File: config.mk
export PLATFORM = sky130hd
export DESIGN_NAME = lsu_mem_stage
export DESIGN_NICKNAME = d
export VERILOG_FILES = /design/src/rtl/lsu_mem_stage.sv
export SDC_FILE = /design/constraint.sdc
export NUM_CORES = 1
export LEC_CHECK = 0
export CAP_MARGIN = 15
export CORE_MARGIN = 1
export CORE_UTILIZATION = 30
export DETAILED_ROUTE_END_ITERATION = 8
export PLACE_DENSITY_LB_ADDON = 0.08
export REMOVE_ABC_BUFFERS = 1
export SLEW_MARGIN = 20
export SYNTH_ARGS = -nofsm -noshare
export SYNTH_HDL_FRONTEND = slang
export SYNTH_SLANG_ARGS = --single-unit
File: constraint.sdc
create_clock -name clk -period 1.8 [get_ports clk]
set_input_delay 0.36 -clock clk [delete_from_list [all_inputs] [get_ports clk]]
set_output_delay 0.36 -clock clk [all_outputs]
set_load 0.005 [all_outputs]
File: src/rtl/lsu_mem_stage.sv
// Load/store memory stage: EX effective address + rs2 in, req/gnt/rvalid data-memory handshake, extended load data out.
// Latency: start->done 2 cycles on a fault, 3 for a store, 4 for a load; memory grant/response delays add 1:1.
// Backpressure: busy stalls the core until done; mem_req and its payload are held until mem_gnt.
module lsu_mem_stage #(
   parameter int TIMEOUT = 16
) (
   input  logic        clk,
   input  logic        rst_n,
   input  logic        start,
   input  logic        is_load,
   input  logic        is_store,
   input  logic [2:0]  funct3,
   input  logic [31:0] addr,
   input  logic [31:0] store_data,
   output logic        busy,
   output logic        done,
   output logic [31:0] rd_data,
   output logic [1:0]  fault,
   output logic        mem_req,
   output logic        mem_we,
   output logic [31:0] mem_addr,
   output logic [31:0] mem_wdata,
   output logic [3:0]  mem_wstrb,
   input  logic        mem_gnt,
   input  logic        mem_rvalid,
   input  logic [31:0] mem_rdata
);

   // Wide enough to count 0..TIMEOUT-1; at least one bit when the timeout is disabled.
   localparam int CW = (TIMEOUT > 1) ? $clog2(TIMEOUT + 1) : 1;

   localparam logic [1:0] FLT_OK       = 2'b00;
   localparam logic [1:0] FLT_MISALIGN = 2'b01;
   localparam logic [1:0] FLT_TIMEOUT  = 2'b10;
   localparam logic [1:0] FLT_ILLEGAL  = 2'b11;

   typedef enum logic [1:0] {
      S_IDLE = 2'd0,
      S_REQ  = 2'd1,
      S_WAIT = 2'd2,
      S_DONE = 2'd3
   } state_t;

   state_t          state_q, state_d;
   logic [31:0]     addr_q, addr_d;
   logic [2:0]      f3_q, f3_d;
   logic            we_q, we_d;
   logic [31:0]     wdata_q, wdata_d;
   logic [3:0]      wstrb_q, wstrb_d;
   logic [31:0]     rd_q, rd_d;
   logic [1:0]      fault_q, fault_d;
   logic [CW-1:0]   cnt_q, cnt_d;

   logic            valid_op;
   logic            illegal;
   logic            misalign;
   logic [3:0]      st_wstrb;
   logic [31:0]     st_wdata;
   logic [31:0]     ld_shift;
   logic [31:0]     ld_ext;

   // Decode the op presented by EX: legality, alignment and store lane encoding.
   always_comb begin
      valid_op = start & (is_load ^ is_store);
      illegal  = 1'b0;
      misalign = 1'b0;
      st_wstrb = 4'b1111;
      st_wdata = store_data;

      if (is_load) begin
         case (funct3)
            3'b011, 3'b110, 3'b111: illegal = 1'b1;
            default:                illegal = 1'b0;
         endcase
      end else begin
         illegal = !((funct3 == 3'b000) || (funct3 == 3'b001) || (funct3 == 3'b010));
      end

      // Only legal encodings reach memory, so the width bits alone decide alignment.
      case (funct3)
         3'b001, 3'b101: misalign = addr[0];
         3'b010:         misalign = |addr[1:0];
         default:        misalign = 1'b0;
      endcase

      case (funct3[1:0])
         2'b00: begin
            st_wstrb = 4'b0001 << addr[1:0];
            st_wdata = {4{store_data[7:0]}};
         end
         2'b01: begin
            st_wstrb = addr[1] ? 4'b1100 : 4'b0011;
            st_wdata = {2{store_data[15:0]}};
         end
         default: begin
            st_wstrb = 4'b1111;
            st_wdata = store_data;
         end
      endcase
   end

   // Align the returned word to the addressed byte and sign/zero-extend by width.
   always_comb begin
      ld_shift = mem_rdata >> {addr_q[1:0], 3'b000};
      ld_ext   = ld_shift;
      case (f3_q)
         3'b000:  ld_ext = {{24{ld_shift[7]}}, ld_shift[7:0]};
         3'b001:  ld_ext = {{16{ld_shift[15]}}, ld_shift[15:0]};
         3'b100:  ld_ext = {24'h000000, ld_shift[7:0]};
         3'b101:  ld_ext = {16'h0000, ld_shift[15:0]};
         default: ld_ext = ld_shift;
      endcase
   end

   // Next state, latched op fields, result registers and the core/memory-facing outputs.
   always_comb begin
      state_d = state_q;
      addr_d  = addr_q;
      f3_d    = f3_q;
      we_d    = we_q;
      wdata_d = wdata_q;
      wstrb_d = wstrb_q;
      rd_d    = rd_q;
      fault_d = fault_q;
      cnt_d   = cnt_q;

      unique case (state_q)
         S_IDLE: begin
            if (valid_op) begin
               addr_d  = addr;
               f3_d    = funct3;
               we_d    = is_store;
               wdata_d = is_store ? st_wdata : 32'h0;
               wstrb_d = is_store ? st_wstrb : 4'b0000;
               if (illegal) begin
                  fault_d = FLT_ILLEGAL;
                  state_d = S_DONE;
               end else if (misalign) begin
                  fault_d = FLT_MISALIGN;
                  state_d = S_DONE;
               end else begin
                  state_d = S_REQ;
               end
            end
         end
         S_REQ: begin
            // A response seen here belongs to nobody; only the grant matters.
            if (mem_gnt) begin
               if (we_q) begin
                  fault_d = FLT_OK;
                  state_d = S_DONE;
               end else begin
                  cnt_d   = '0;
                  state_d = S_WAIT;
               end
            end
         end
         S_WAIT: begin
            // Response beats the timeout when both land in the same cycle.
            if (mem_rvalid) begin
               rd_d    = ld_ext;
               fault_d = FLT_OK;
               state_d = S_DONE;
            end else if ((TIMEOUT != 0) && (int'(cnt_q) == TIMEOUT - 1)) begin
               fault_d = FLT_TIMEOUT;
               state_d = S_DONE;
            end else begin
               cnt_d = cnt_q + 1'b1;
            end
         end
         S_DONE: begin
            state_d = S_IDLE;
         end
         default: begin
            state_d = S_IDLE;
         end
      endcase

      busy      = (state_q == S_REQ) || (state_q == S_WAIT) || ((state_q == S_IDLE) && valid_op);
      done      = (state_q == S_DONE);
      mem_req   = (state_q == S_REQ);
      mem_we    = mem_req & we_q;
      mem_addr  = mem_req ? {addr_q[31:2], 2'b00} : 32'h0;
      mem_wdata = mem_req ? wdata_q : 32'h0;
      mem_wstrb = mem_req ? wstrb_q : 4'b0000;
      rd_data   = rd_q;
      fault     = fault_q;
   end

   // FSM state register; reset abandons any access in flight.
   always_ff @(posedge clk or negedge rst_n) begin
      if (!rst_n) begin
         state_q <= S_IDLE;
      end else begin
         state_q <= state_d;
      end
   end

   // Latched op fields, timeout counter and result registers.
   always_ff @(posedge clk or negedge rst_n) begin
      if (!rst_n) begin
         addr_q  <= 32'h0;
         f3_q    <= 3'b000;
         we_q    <= 1'b0;
         wdata_q <= 32'h0;
         wstrb_q <= 4'b0000;
         rd_q    <= 32'h0;
         fault_q <= FLT_OK;
         cnt_q   <= '0;
      end else begin
         addr_q  <= addr_d;
         f3_q    <= f3_d;
         we_q    <= we_d;
         wdata_q <= wdata_d;
         wstrb_q <= wstrb_d;
         rd_q    <= rd_d;
         fault_q <= fault_d;
         cnt_q   <= cnt_d;
      end
   end

endmodule
==> results.tsv <==
stage	metric	value	unit
status	status	complete, but fails checks	
status	violated checks	negative setup slack	
routing	Pre-Repair DR Iteration Count	4	
synth	Syn Inst Count	698	
synth	synth unique cells	39	
grt	Total GRT Usage	0.197	
worst_setup_path	Setup crit start	state_q[0]$_DFFE_PN0P_	
power	clock network fraction of total power	0.214	
worst_setup_path	Critical Path AT	1.67	ns
hold_path	HP Class	in2async	
timing	maximum clock frequency	492	MHz
power	post-layout total power	15.1	mW
clock_network	CTS tree	done	
floorplanning	num rows	50	
grt	vias in the first global route	5912	
clock_network	Worst-path clk slew	0.05	ns
worst_setup_path	kind of critical path	reg2out	
clock_network	Clock Tree Root	clkbuf_16	
clock_network	total CTS buffers	17	
timing	fin. max-slew vios	0	
routing	Antenna Nets Post-Route	0	
routing	routed vias/inst	4.66	
routing	Routed WL	19200	um
synth	Post-synth EDFFs	0	
timing	slew margin rel.	0.523	
synth	cell accounting for the most synthesized area	dfrtp_1	
layout	Ant. Diodes	0	
placement	Detail Placement HPWL	13300	um
worst_setup_path	crit end category	output pin	
placement	pre-CTS setup slack	-0.486	ns
timing	Hold Vio Cnt, Final	0	
timing	unrepaired setup endpoints after global routing	true	
timing	Final period util	1.13	
layout	P&R area growth vs syn	67.9	%
clock_network	Max Root-Sink Buffers	2	
worst_setup_path	CP Launch Type	flip-flop	
worst_setup_path	Max FO, Critical Path	8	
power	Leak	4.58	nW
power	Flop pwr share	0.291	
power	Sw Share	0.337	
synth	sequential area share after synthesis	0.480	
clock_network	worst skew pair latency	0.41	ns
synth	top cells by area in the synthesized netlist	dfrtp_1 48%, nand2_1 13%, and2_1 7.2%	
placement	port bufs	209	
synth	Syn Area/Cell	8.44	sq um
power	Max VDD drop	760	uV
layout	final instance area	9890	sq um
timing	Slew @ Worst Pin	0.713	ns
floorplanning	die width	142	um
job	Max Cap Viol	0	
clock_network	TritonCTS Sinks	113	
synth	top-count cell post-synth	nand2_1	
synth	area of the mapped netlist	5890	sq um
routing	Vias	5723	
timing	Finish-stage setup viols	71	
timing	crit path time final	2.03	ns
placement	gpl congestion	0.805	
floorplanning	Die Y-Extent	142	um
routing	DRC	0	
floorplanning	core area	19000	sq um
worst_setup_path	RR Startpoint	state_q[0]$_DFFE_PN0P_	
synth	Yosys Warn Count	0	
floorplanning	initial core utilization	0.311	
worst_setup_path	required time worst endpoint	1.44	ns
layout	share of layout cells above drive strength 1	0.288	
power	Power Internal	10.0	mW
timing	post-route worst setup slack	-0.233	ns
floorplanning	overall die area	20200	sq um
synth	FF+latch count, synth	113	
layout	Nets	1070	
synth	post-synth top area share	0.480	
power	PwrDens	1530	nW/um^2
power	Switch Pwr	5.09	mW
synth	Synth async-reset ratio	1.00	
synth	Post-synth top cells	202 x nand2_1, 113 x dfrtp_1, 68 x and2_1	
floorplanning	I/O Pins	212	
grt	largest net degree at the start of global routing	47	
grt	first-pass GRT wire length	30600	um
synth	dominant synthesized flop cell	dfrtp_1	
grt	remaining global-route overflow	0	
clock_network	H-Tree Depth	4	
power	Comb power frac	0.495	
grt	initial antenna violation count	0	
routing	drt first-iter violations	248	
layout	Final Util	0.522	
routing	average routed wire per standard cell	15.6	um
placement	Placed Area	8620	sq um
timing	Post-Route Skew	0.00936	ns
area by class of cell:
| cell class | instances | area [sq um] |
|---|---|---|
| Fill cell | 1759 | 9070 |
| Multi-Input combinational cell | 530 | 3100 |
| Inverter | 7 | 28.8 |
| Sequential cell | 113 | 2830 |
| Clock inverter | 13 | 141 |
| Timing Repair Buffer | 288 | 3030 |
| Clock buffer | 18 | 429 |
| Tap cell | 260 | 325 |
power groups by stage:
stage          Combinational [mW]  Clock (mW)  Sequential, mW
2_1_floorplan                2.60           0            4.37
6_report                     7.49        3.23            4.39
5_1_grt                      8.20        3.47            4.56
3_5_place_dp                 6.11           0            4.36
4_1_cts                      7.44        3.34            4.39
3_3_place_gp                 6.00           0            4.32
kinds of logic (layout without fill, tap and decap cells):
| family | Yosys count | in the layout | synth area share |
|---|---|---|---|
| multiplexers | 43 | 43 | 0.0767 |
| adder cells (fa/ha/maj) | 7 | 7 | 0.0149 |
| other | 1 | 2 | 0.000637 |
| XOR/XNOR | 1 | 1 | 0.00149 |
| AND/OR/NAND/NOR | 361 | 361 | 0.273 |
| flip-flops | 113 | 113 | 0.480 |
| buffers and inverters | 56 | 326 | 0.0404 |
| AO/OA/AOI/OAI | 116 | 116 | 0.113 |
worst paths after layout:
path,endpoint,slack (ns),cells after the start
max,mem_wdata[5],-0.23,6
min,cnt_q[0]$_DFFE_PN0P_,0.46,2
max reg2reg,fault[1]$_DFFE_PN0P_,-0.03,9
min reg2reg,wdata_q[20]$_DFFE_PN0P_,0.46,2
max in group asynchronous,rd_data[11]$_DFFE_PN0P_,0.70,3
min in group clk,wdata_q[20]$_DFFE_PN0P_,0.46,2
critical path, stage by stage (launching register included):
cell and delay [ns]:
dfrtp_1 0.41, ha_4 0.21, buf_6 0.13, buf_12 0.13, buf_16 0.13, and2_4 0.13
buf_6 0.10
what timing repair did:
item / CTS / global route
pin swaps: 5 / 9
gates resized for setup: 408 / 44
endpoints found under the setup margin: 96 / 106
hold buffers: 1 / 0
setup buffers: 17 / 4
cloned: 7 / 0
endpoints found under the hold margin: 30 / 0
stage by stage:
step | cells | TNS (ns) | hold WS (ns)
3_3_place_gp | 1176 | -38.09 | 0.345
2_1_floorplan | 650 | -87.48 | 0.0644
6_report | 1229 | -10.85 | 0.457
4_1_cts | 1230 | -15.47 | 0.456
5_1_grt | 1229 | -15.23 | 0.466
3_5_place_dp | 1176 | -41.39 | 0.354
per-layer routing:
layer,track usage,vias up,share of wire
li1,-,2797,-
met1,0.245,2728,0.44
met4,0.0640,0,0.012
met3,0.0545,18,0.062
met2,0.330,180,0.49
met5,0,-,0
placed cells by master, fill, tap and decap left out, types with 3 or more instances in the layout:
cell type and instances:
inv_1 4, o22ai_1 3, buf_12 9, ha_1 3, dfrtp_1 113, clkinv_4 5
clkinv_2 3, a22o_1 9, and2_4 60, nor2_1 47, buf_4 52, ha_4 3
and2_1 8, clkbuf_16 17, o21ai_1 3, nand3_1 17, mux2_2 17, o21ai_0 38
buf_6 69, clkdlybuf4s15_2 6, buf_8 6, nand2b_1 4, mux2i_1 26, buf_16 4
nor2b_1 8, a21oi_1 50, clkdlybuf4s50_1 137, nand2_1 201, clkinvlp_4 3
sequential cells by signal, indices dropped and copies added (netlist names):
signal / flops
addr_q: 32
rd_data: 32
wdata_q: 32
cnt_q: 5
wstrb_q: 4
f3_q: 3
fault: 2
state_q: 2
we_q: 1
Power figures use the tool's default switching activity.
